===== src/rtl/fetch_pkg.sv =====
// Shared definitions for the instruction-fetch stage.
//   fetch_state_t : fetch FSM states
//   WORD          : datapath / PC width
//   INSTR_LEN     : instruction width
//   PC_INC        : sequential PC step in bytes
//   BR_SHIFT      : branch offsets are in words; shift to get bytes
package fetch_pkg;
  localparam int WORD      = 64;
  localparam int INSTR_LEN = 32;
  localparam int PC_INC    = 4;
  localparam int BR_SHIFT  = 2;

  typedef enum logic [1:0] {
    IDLE  = 2'd0,
    FETCH = 2'd1,
    FULL  = 2'd2,
    DRAIN = 2'd3
  } fetch_state_t;
endpackage


===== src/rtl/ifetch_stage_if.sv =====
// Instruction-memory request/response bus.
//   imem_req   : fetch request (master -> slave)
//   imem_addr  : byte address, stable while imem_req=1 until imem_ready
//   imem_ready : response valid, only meaningful while imem_req=1
//   imem_rdata : instruction word, valid with imem_ready
interface ifetch_stage_if #(
  parameter int WORD      = fetch_pkg::WORD,
  parameter int INSTR_LEN = fetch_pkg::INSTR_LEN
);
  logic                 imem_req;
  logic [WORD-1:0]      imem_addr;
  logic                 imem_ready;
  logic [INSTR_LEN-1:0] imem_rdata;

  modport master (output imem_req, imem_addr, input imem_ready, imem_rdata);
  modport slave  (input imem_req, imem_addr, output imem_ready, imem_rdata);
endinterface


===== src/rtl/pc_next_calc.sv =====
// Combinational next-PC selection.
//   pc                   : current fetch PC
//   id_pc                : PC of the instruction in IF/ID (branch base)
//   sign_extended_output : branch offset in words
//   redirect             : take the branch target
//   pc_plus4             : sequential successor (wraps modulo 2^WORD)
//   target               : id_pc + offset*4, overflow bits discarded
//   next_pc              : target when redirect, else pc_plus4
module pc_next_calc
  import fetch_pkg::*;
#(
  parameter int WORD = fetch_pkg::WORD
) (
  input  logic [WORD-1:0] pc,
  input  logic [WORD-1:0] id_pc,
  input  logic [WORD-1:0] sign_extended_output,
  input  logic            redirect,
  output logic [WORD-1:0] pc_plus4,
  output logic [WORD-1:0] target,
  output logic [WORD-1:0] next_pc
);
  assign pc_plus4 = pc + WORD'(PC_INC);
  assign target   = id_pc + (sign_extended_output << BR_SHIFT);
  assign next_pc  = redirect ? target : pc_plus4;
endmodule


===== src/rtl/ifetch_stage.sv =====
// LEGv8 instruction-fetch stage: owns the PC, fetches over a req/ready bus,
// and feeds iDecode through an IF/ID register with stall/flush.
//   clk, rst_n                 : clock, synchronous active-low reset
//   stall                      : decode cannot accept; IF/ID holds
//   uncondbranch, branch, zero : branch resolution for the instruction in ID
//   sign_extended_output       : branch offset in words
//   imem                       : instruction-memory bus (master side)
//   instruction, id_pc, id_valid : IF/ID register to iDecode
module ifetch_stage
  import fetch_pkg::*;
#(
  parameter int              WORD      = fetch_pkg::WORD,
  parameter int              INSTR_LEN = fetch_pkg::INSTR_LEN,
  parameter logic [WORD-1:0] RESET_PC  = '0
) (
  input  logic                 clk,
  input  logic                 rst_n,
  input  logic                 stall,
  input  logic                 uncondbranch,
  input  logic                 branch,
  input  logic                 zero,
  input  logic [WORD-1:0]      sign_extended_output,
  ifetch_stage_if.master       imem,
  output logic [INSTR_LEN-1:0] instruction,
  output logic [WORD-1:0]      id_pc,
  output logic                 id_valid
);
  fetch_state_t         state_q;
  logic [WORD-1:0]      pc_q, addr_q;
  logic                 req_q;
  logic [INSTR_LEN-1:0] instr_q, skid_q;
  logic [WORD-1:0]      id_pc_q, skid_pc_q;
  logic                 id_valid_q;

  logic                 redirect_d;
  logic [WORD-1:0]      pc_plus4_d, target_d, next_pc_d;

  // A branch in ID only resolves once decode accepts it; while stalled it
  // simply waits in IF/ID and redirects later.
  assign redirect_d = id_valid_q & ~stall & (uncondbranch | (branch & zero));

  pc_next_calc #(.WORD(WORD)) u_pc_next (
    .pc                   (pc_q),
    .id_pc                (id_pc_q),
    .sign_extended_output (sign_extended_output),
    .redirect             (redirect_d),
    .pc_plus4             (pc_plus4_d),
    .target               (target_d),
    .next_pc              (next_pc_d)
  );

  // addr_q is separate from pc_q so DRAIN can keep presenting the abandoned
  // address while pc_q already points at the branch target.
  always_ff @(posedge clk) begin
    if (!rst_n) begin
      state_q    <= IDLE;
      pc_q       <= RESET_PC;
      addr_q     <= RESET_PC;
      req_q      <= 1'b0;
      instr_q    <= '0;
      id_pc_q    <= '0;
      id_valid_q <= 1'b0;
      skid_q     <= '0;
      skid_pc_q  <= '0;
    end else begin
      case (state_q)
        IDLE: begin
          state_q <= FETCH;
          req_q   <= 1'b1;
          addr_q  <= pc_q;
        end
        FETCH: begin
          if (redirect_d || imem.imem_ready) pc_q <= next_pc_d;
          if (redirect_d) begin
            id_valid_q <= 1'b0;
            instr_q    <= '0;
            skid_q     <= '0;
            skid_pc_q  <= '0;
            // Unacknowledged request must still complete: drain it first.
            if (imem.imem_ready) addr_q <= target_d;
            else                 state_q <= DRAIN;
          end else if (imem.imem_ready) begin
            if (stall) begin
              skid_q    <= imem.imem_rdata;
              skid_pc_q <= pc_q;
              req_q     <= 1'b0;
              state_q   <= FULL;
            end else begin
              instr_q    <= imem.imem_rdata;
              id_pc_q    <= pc_q;
              id_valid_q <= 1'b1;
              addr_q     <= pc_plus4_d;
            end
          end
        end
        FULL: begin
          if (redirect_d) begin
            pc_q       <= target_d;
            addr_q     <= target_d;
            id_valid_q <= 1'b0;
            instr_q    <= '0;
          end else if (!stall) begin
            instr_q    <= skid_q;
            id_pc_q    <= skid_pc_q;
            id_valid_q <= 1'b1;
            addr_q     <= pc_q;
          end
          if (redirect_d || !stall) begin
            skid_q    <= '0;
            skid_pc_q <= '0;
            req_q     <= 1'b1;
            state_q   <= FETCH;
          end
        end
        DRAIN: begin
          if (imem.imem_ready) begin
            state_q <= FETCH;
            addr_q  <= pc_q;
          end
        end
        default: state_q <= IDLE;
      endcase
    end
  end

  assign imem.imem_req  = req_q;
  assign imem.imem_addr = addr_q;
  assign instruction    = instr_q;
  assign id_pc          = id_pc_q;
  assign id_valid       = id_valid_q;

  always_ff @(posedge clk) begin
    if (rst_n) begin
      assert (RESET_PC[1:0] == 2'b00) else $error("RESET_PC not word aligned");
      assert (pc_q[1:0] == 2'b00) else $error("pc not word aligned");
    end
  end
endmodule


===== src/flat_wrapper.sv =====
// flat-port wrapper written by rule: the top's interface ports become plain ports
module ifetch_stage_flat import fetch_pkg::*;
#(
  parameter int              WORD      = fetch_pkg::WORD,
  parameter int              INSTR_LEN = fetch_pkg::INSTR_LEN,
  parameter logic [WORD-1:0] RESET_PC  = '0
)
  (clk, rst_n, stall, uncondbranch, branch, zero, sign_extended_output, instruction, id_pc, id_valid, imem_imem_req, imem_imem_addr, imem_imem_ready, imem_imem_rdata);
  ifetch_stage_if #(.WORD(WORD), .INSTR_LEN(INSTR_LEN)) imem_i ();
  input  logic clk;
  input  logic rst_n;
  input  logic stall;
  input  logic uncondbranch;
  input  logic branch;
  input  logic zero;
  input  logic [WORD-1:0] sign_extended_output;
  output logic [INSTR_LEN-1:0] instruction;
  output logic [WORD-1:0] id_pc;
  output logic id_valid;
  output wire logic [$bits(imem_i.imem_req)-1:0] imem_imem_req;
  output wire logic [$bits(imem_i.imem_addr)-1:0] imem_imem_addr;
  input wire logic [$bits(imem_i.imem_ready)-1:0] imem_imem_ready;
  input wire logic [$bits(imem_i.imem_rdata)-1:0] imem_imem_rdata;
  assign imem_imem_req = imem_i.imem_req;
  assign imem_imem_addr = imem_i.imem_addr;
  assign imem_i.imem_ready = imem_imem_ready;
  assign imem_i.imem_rdata = imem_imem_rdata;
  ifetch_stage #(.WORD(WORD), .INSTR_LEN(INSTR_LEN), .RESET_PC(RESET_PC)) u_core (.clk(clk), .rst_n(rst_n), .stall(stall), .uncondbranch(uncondbranch), .branch(branch), .zero(zero), .sign_extended_output(sign_extended_output), .imem(imem_i), .instruction(instruction), .id_pc(id_pc), .id_valid(id_valid));
endmodule

===== config.mk =====
export PLATFORM = sky130hd
export DESIGN_NAME = ifetch_stage_flat
export DESIGN_NICKNAME = d
export VERILOG_FILES = /design/src/rtl/fetch_pkg.sv /design/src/rtl/ifetch_stage_if.sv /design/src/rtl/pc_next_calc.sv /design/src/rtl/ifetch_stage.sv /design/src/flat_wrapper.sv
export SDC_FILE = /design/constraint.sdc
export NUM_CORES = 1
export LEC_CHECK = 0
export ABC_AREA = 1
export ABC_CLOCK_PERIOD_IN_PS = 2570
export CAP_MARGIN = 20
export CORE_ASPECT_RATIO = 1.1
export CORE_UTILIZATION = 35
export DETAILED_ROUTE_END_ITERATION = 6
export PLACE_DENSITY = 0.64
export SYNTH_ARGS = -nofsm -noshare
export SYNTH_HDL_FRONTEND = slang
export SYNTH_SLANG_ARGS = --single-unit

===== constraint.sdc =====
create_clock -name clk -period 2.57 [get_ports clk]
set_clock_uncertainty 0.05 [all_clocks]
set_input_delay 0.514 -clock clk [delete_from_list [all_inputs] [get_ports clk]]
set_output_delay 0.514 -clock clk [all_outputs]
set_load 0.05 [all_outputs]

==> impl_metrics.ini, run 1 <==
[global_route]
grt_pass1_vias = 25800
grt_max_degree = 104
grt_first_pass_wirelength_mm = 152
overflow = 0
antenna_found_initial = 0
grt_use_total_pct = 29.3

[synth]
yosys.area.top_type = dfxtp_1
synthCells = 3879
yosysWarnings = 0
synth_top_area_share_pct = 27.9
syn_nets = 4048
synthTopCellsByCount = nand2_1 (1,213), inv_1 (452), dfxtp_1 (324)
avgSynthCellArea_sq_um = 6.00
ys.flop_type = dfxtp_1
synth.top_cells.by_area = dfxtp_1 (28%), nand2_1 (20%), inv_1 (7.3%)
synth_cell_types = 57
ys_seq_area_share_pct = 27.9
ys_async_sr_fraction_pct = 0
synth.cell_area_sq_mm = 0.0233
synth_most_common_cell = nand2_1
ys_seq_elements = 324
synth-edff-count = 0

[setup_path]
critPathMaxStageDelay_ps = 830
worstSetupPathType = flop to output pin
required_ps = 2010
cp_num_buf_inv = 2
slowest_stage = clkdlybuf4s50_1
end_kind = output pin
worstSetupStartpointType = flop
critPathTopFamily = buffers and inverters
crit_chain = buf_4 -> clkdlybuf4s50_1
crit_fanout = 2
cp.arrival_ps = 1980

[sta]
finalHoldViolCount = 0
max_slew.worst_pin.slew_ps = 616
rsz0062_at_grt = yes
fin_crit_ps = 2540
slew_viol_final = 0
relSlewSlack_pct = 58.8
post-route-period-util_pct = 98.9
finalSetupViolCount = 0
max_freq_ghz = 0.394
final.setup.worst_slack_ps = 29.1

[clock_tree]
cts_root_buf = clkbuf_16
clock_latency_ps = 590
clk_pin_slew_ps = 60
max-clock-path-buffers = 3
postCtsHoldBufs = 0
cts_tree = built
clock_sinks = 324
cts_buffers = 40
htree_levels = 2

[detailed_routing]
wl_per_cell_um = 19.4
vias = 28200
drtIter0Drc = 2676
firstDrtPassIters = 6
finalWirelength_mm = 103
drcViolationCount = 0
via_per_inst = 5.33
antenna_left = 0

[worst_hold_path]
hp-class = primary input to flop

[floorplanning]
coreArea_sq_mm = 0.0654
die_area_sq_mm = 0.0676
dieWidth_um = 248
start_util_pct = 35.6
io-pin-count = 265
rows = 98
die_h_um = 273

[place]
gp_congestion = 1.07
place_hpwl_mm = 76.0
port_buffers = 262
pre_cts_slack_ps = -818

[pwr]
power.leakage_nw = 14.7
vdd.ir_drop.worst_mv = 1.39
power_density_mw_per_mm2 = 1230

[layout]
drive_above_1_share_pct = 20.7
fin_util_pct = 50.1
area_growth_pct = 40.7
antennaDiodeCount = 0
final_nets = 4574

[job]
max_cap_viol_count = 0

[run_status]
outcome = completed
-- final timing paths --
| kind | startpoint | to | slack, ps | depth (start not counted) |
|---|---|---|---|---|
| min reg2reg | u_core.instruction[22] | u_core.instruction[22] | 410 | 2 |
| max | u_core.id_pc[20] | id_pc[20] | 30 | 2 |
| min | rst_n | u_core.pc_q[2] | 400 | 3 |
| max reg2reg | u_core.id_pc[44] | u_core.imem.imem_addr[56] | 110 | 18 |
-- worst reg2reg max path: stages (launching register included) --
cell,delay [ps]
dfxtp_1,350
ha_4,310
nand2_1,70
buf_4,130
nor2_1,130
buf_4,140
nand2_1,100
inv_1,120
nand2_1,80
nor2_1,100
nand2_1,120
nand3_1,100
nand2_1,70
nand3_1,90
nor2_1,50
nor2_1,90
nand2_1,60
nand2_1,90
a21oi_1,70
-- registers in the layout, indices dropped and copies added, names as in the netlist --
signal,cells
u_core.id_pc,64
u_core.imem.imem_addr,64
u_core.pc_q,64
u_core.skid_pc_q,64
u_core.instruction,32
u_core.skid_q,32
u_core.state_q,2
u_core.id_valid,1
u_core.imem.imem_req,1
-- layer usage --
layer	part of all wire (%)	global-route usage [%]	wire length, um
met1	41	39.4	42500
met3	10	6.30	10300
met2	44	44.6	44800
met4	4.9	13.3	5070
met5	0	0	0
-- cell type report --
class,count,area (sq um)
multi-input cells,2868,15600
fillers,6518,32600
clock buffers,51,1100
flip-flops and latches,324,6500
clock inverters,18,215
repair buffers,703,6460
well taps,850,1060
inverters,468,1770
-- logic make-up after synthesis --
family | share of synthesized area [%]
simple gates | 35.5
compound gates | 19.5
buf+inv | 11.8
flops | 27.9
fa+ha+maj | 3.58
xor+xnor | 1.81
-- metrics by stage --
step,setup TNS (ps),cells,hold slack [ps],power (mW),area (sq um)
6_report,0,5282,401,40.4,32800
3_3_place_gp,-69830,5207,393,32.7,29700
3_5_place_dp,-72370,5207,397,32.8,29700
5_1_grt,-464,5282,427,42.8,32800
4_1_cts,-16.8,5276,384,39.0,31200
2_1_floorplan,0,3879,394,22.6,23300
-- timing repair --
item,in CTS,in global routing
setup endpoints to repair,76,104
pin swaps,6,81
gates resized for setup,39,345
buffers inserted,0,6
-- report_power, final --
part / internal [mW] / switching [mW] / leakage (nW)
Sequential: 6.66 / 1.29 / 2.67
Combinational: 9.63 / 16.9 / 11.4
Clock: 3.44 / 2.48 / 0.639
Total: 19.7 / 20.7 / 14.7
-- layout by cell type (no fill, tap or decap), types with 17 or more instances in the layout --
master and n:
a211oi_1 47, a21oi_1 291, a21oi_2 27, a221oi_1 22, a31oi_1 80, buf_12 34
buf_4 407, clkbuf_16 41, clkdlybuf4s50_1 219, dfxtp_1 309, dlymetal6s2s_1 41, ha_4 54
inv_1 445, nand2_1 1120, nand2_2 95, nand3_1 193, nand3_2 32, nand4_1 46
nor2_1 270, nor2_2 54, nor2_4 17, nor3_1 27, nor3_2 17, o211ai_1 34
o21ai_0 247, o21ai_1 20, o21bai_1 20, or2_2 22, xor2_1 25
No activity file was read; power rests on OpenSTA's default activity.
==> run 2, diff against run 1 <==
--- a/config.mk
+++ b/config.mk
@@ -14,2 +14,4 @@
 export PLACE_DENSITY = 0.64
+export SETUP_SLACK_MARGIN = 0.4
+export SLEW_MARGIN = 20
 export SYNTH_ARGS = -nofsm -noshare
--- a/constraint.sdc
+++ b/constraint.sdc
@@ -4,2 +4,2 @@
 set_output_delay 0.514 -clock clk [all_outputs]
-set_load 0.05 [all_outputs]
+set_load 0.1 [all_outputs]
==> run 2 against run 1 <==
Effect of this change: worst setup slack improved by 13 ps; wire length rose by 6.0%; via count rose by 2.3%; core utilization rose by 4.2 points; critical path type is now flop to flop; critical endpoint is now u_core.imem.imem_addr[46]; largest cell class unchanged; highest routed layer unchanged.
==> impl_metrics.ini, run 2 (synthesis results as in run 1) <==
[run_status]
outcome = completed

[sta]
final.setup.worst_slack_ps = 42.5
rsz0062_at_grt = yes
post-route-period-util_pct = 98.3
slew_viol_final = 0
holdWs_ps = 312
relSlewSlack_pct = 50.7
max_freq_ghz = 0.396
finalHoldViolCount = 0
fin_setup_tns_ps = 0
finalSetupViolCount = 0
fin_crit_ps = 2530
max_slew.worst_pin.slew_ps = 739

[floorplanning]
coreArea_sq_mm = 0.0654
start_util_pct = 35.6
dieWidth_um = 248
die_area_sq_mm = 0.0676
rows = 98
die_h_um = 273
io-pin-count = 265

[worst_hold_path]
hp-start = rst_n
hp-class = primary input to flop
holdPathStages = 3

[setup_path]
timing.rr.start = u_core.id_pc[2]
end_kind = flop
critPathMaxStageDelay_ps = 360
cp-startpoint = u_core.id_pc[2]
critPathMostFrequentCell = nand2_2
critPathTopFamily = simple AND/OR/NAND/NOR gates
worstRegToRegCells = 21
crit_chain = ha_4 -> inv_2 -> fa_2 -> inv_2 -> nand2_2 -> nand2_2 -> and2_4 -> nand2_2 -> nand3_2 -> nand2_2 -> nand2_4 -> buf_4 -> nand2_4 -> nand2_2 -> nand2_2 -> nand3_2 -> nor2_1 -> nor2_1 -> nand2_1 -> nand2_1 -> a21oi_1
worstSetupStartpointType = flop
worstSetupPathType = flop to flop
required_ps = 2980
crit_fanout = 3
worstSetupPathDepth = 21
cp.arrival_ps = 2940
cp_num_buf_inv = 3
slowest_stage = dfxtp_4

[global_route]
met3_usage_pct = 5.63
grt_max_degree = 145
grtUsageMet1_pct = 41.9
grt_use_total_pct = 31.0
busiest_layer = met2
grt_first_pass_wirelength_mm = 160
grt_use_met2_pct = 47.9
antenna_found_initial = 0
grt_pass1_vias = 26700
overflow = 0

[pwr]
power_density_mw_per_mm2 = 1300
p_switching_mw = 25.1
combPwrFrac_pct = 68.9
p_int_mw = 21.2
sequentialPowerShare_pct = 17.7
power.leakage_nw = 16.2
p_sw_share_pct = 54.2
finalPower_mw = 46.3
clkPwrFrac_pct = 13.4
vdd.ir_drop.worst_mv = 0.967

[place]
dpl.cell_count = 5276
gp_congestion = 1.01
placed_area_sq_mm = 0.0304
port_buffers = 262
place_hpwl_mm = 80.6
pre_cts_slack_ps = -705

[detailed_routing]
vias = 28800
firstDrtPassIters = 7
finalWirelength_mm = 109
via_per_inst = 5.34
wl_per_cell_um = 20.2
antenna_left = 0
drcViolationCount = 0
drtIter0Drc = 2334

[layout]
stdcell_count = 5391
area_growth_pct = 52.5
final_common_cell = nand2_1
final_nets = 4677
drive_above_1_share_pct = 36.0
fin_util_pct = 54.4
final_cell_mix = nand2_1 (891), buf_4 (633), inv_1 (398), a21oi_1 (271)
final_area_sq_mm = 0.0355

[job]
max_cap_viol_count = 0

[clock_tree]
postCtsHoldBufs = 0
clock_sinks = 324
max-clock-path-buffers = 3
htree_levels = 2
cts_buffers = 40
cts_root_buf = clkbuf_16
clock_latency_ps = 590
clk_pin_slew_ps = 70
cts_tree = built
==> run 2: cell type report <==
| cell class | count | area [sq um] |
|---|---|---|
| multi-input combinational | 2868 | 17700 |
| antenna | 2 | 5.00 |
| clock buffer | 50 | 1120 |
| sequential | 324 | 6740 |
| fill | 6302 | 29800 |
| tap | 850 | 1060 |
| inverter | 468 | 1790 |
| timing repair buffer | 806 | 6790 |
| clock inverter | 23 | 284 |
==> run 2: repair_timing <==
action | 4_1_cts | 5_1_grt
pin swaps | 158 | 221
resized for setup | 477 | 473
setup endpoints to repair | 117 | 242
setup buffers | 19 | 21
hold endpoints to repair | 0 | 0
==> run 2: layer usage <==
layer	vias to the layer above	share of wire [%]
met5	-	0
met1	13400	42
met3	260	8.5
li1	13900	-
met4	0	5.1
met2	1279	44
==> run 2: power by group through the flow <==
stage	Clock (mW)	Combinational, mW	Sequential (mW)
floorplan	0	12.7	13.2
global placement	0	28.5	8.12
detailed placement	0	28.5	8.10
CTS	6.29	30.0	8.11
global route	6.49	34.0	8.31
finish	6.21	31.9	8.19
==> run 2: final timing paths <==
kind / end / slack [ps]
worst max-delay path: u_core.imem.imem_addr[46] / 40
worst min-delay path: u_core.pc_q[2] / 310
worst max register to register: u_core.imem.imem_addr[46] / 40
worst min register to register: u_core.instruction[20] / 410
==> run 2: worst reg2reg max path, delay by kind of cell, from the launching register on <==
family	cells	cell delay, ps
AO/OA/AOI/OAI	1	60
AND/OR/NAND/NOR	15	1120
flip-flops	1	360
buffers and inverters	3	270
adder cells (fa/ha/maj)	2	530
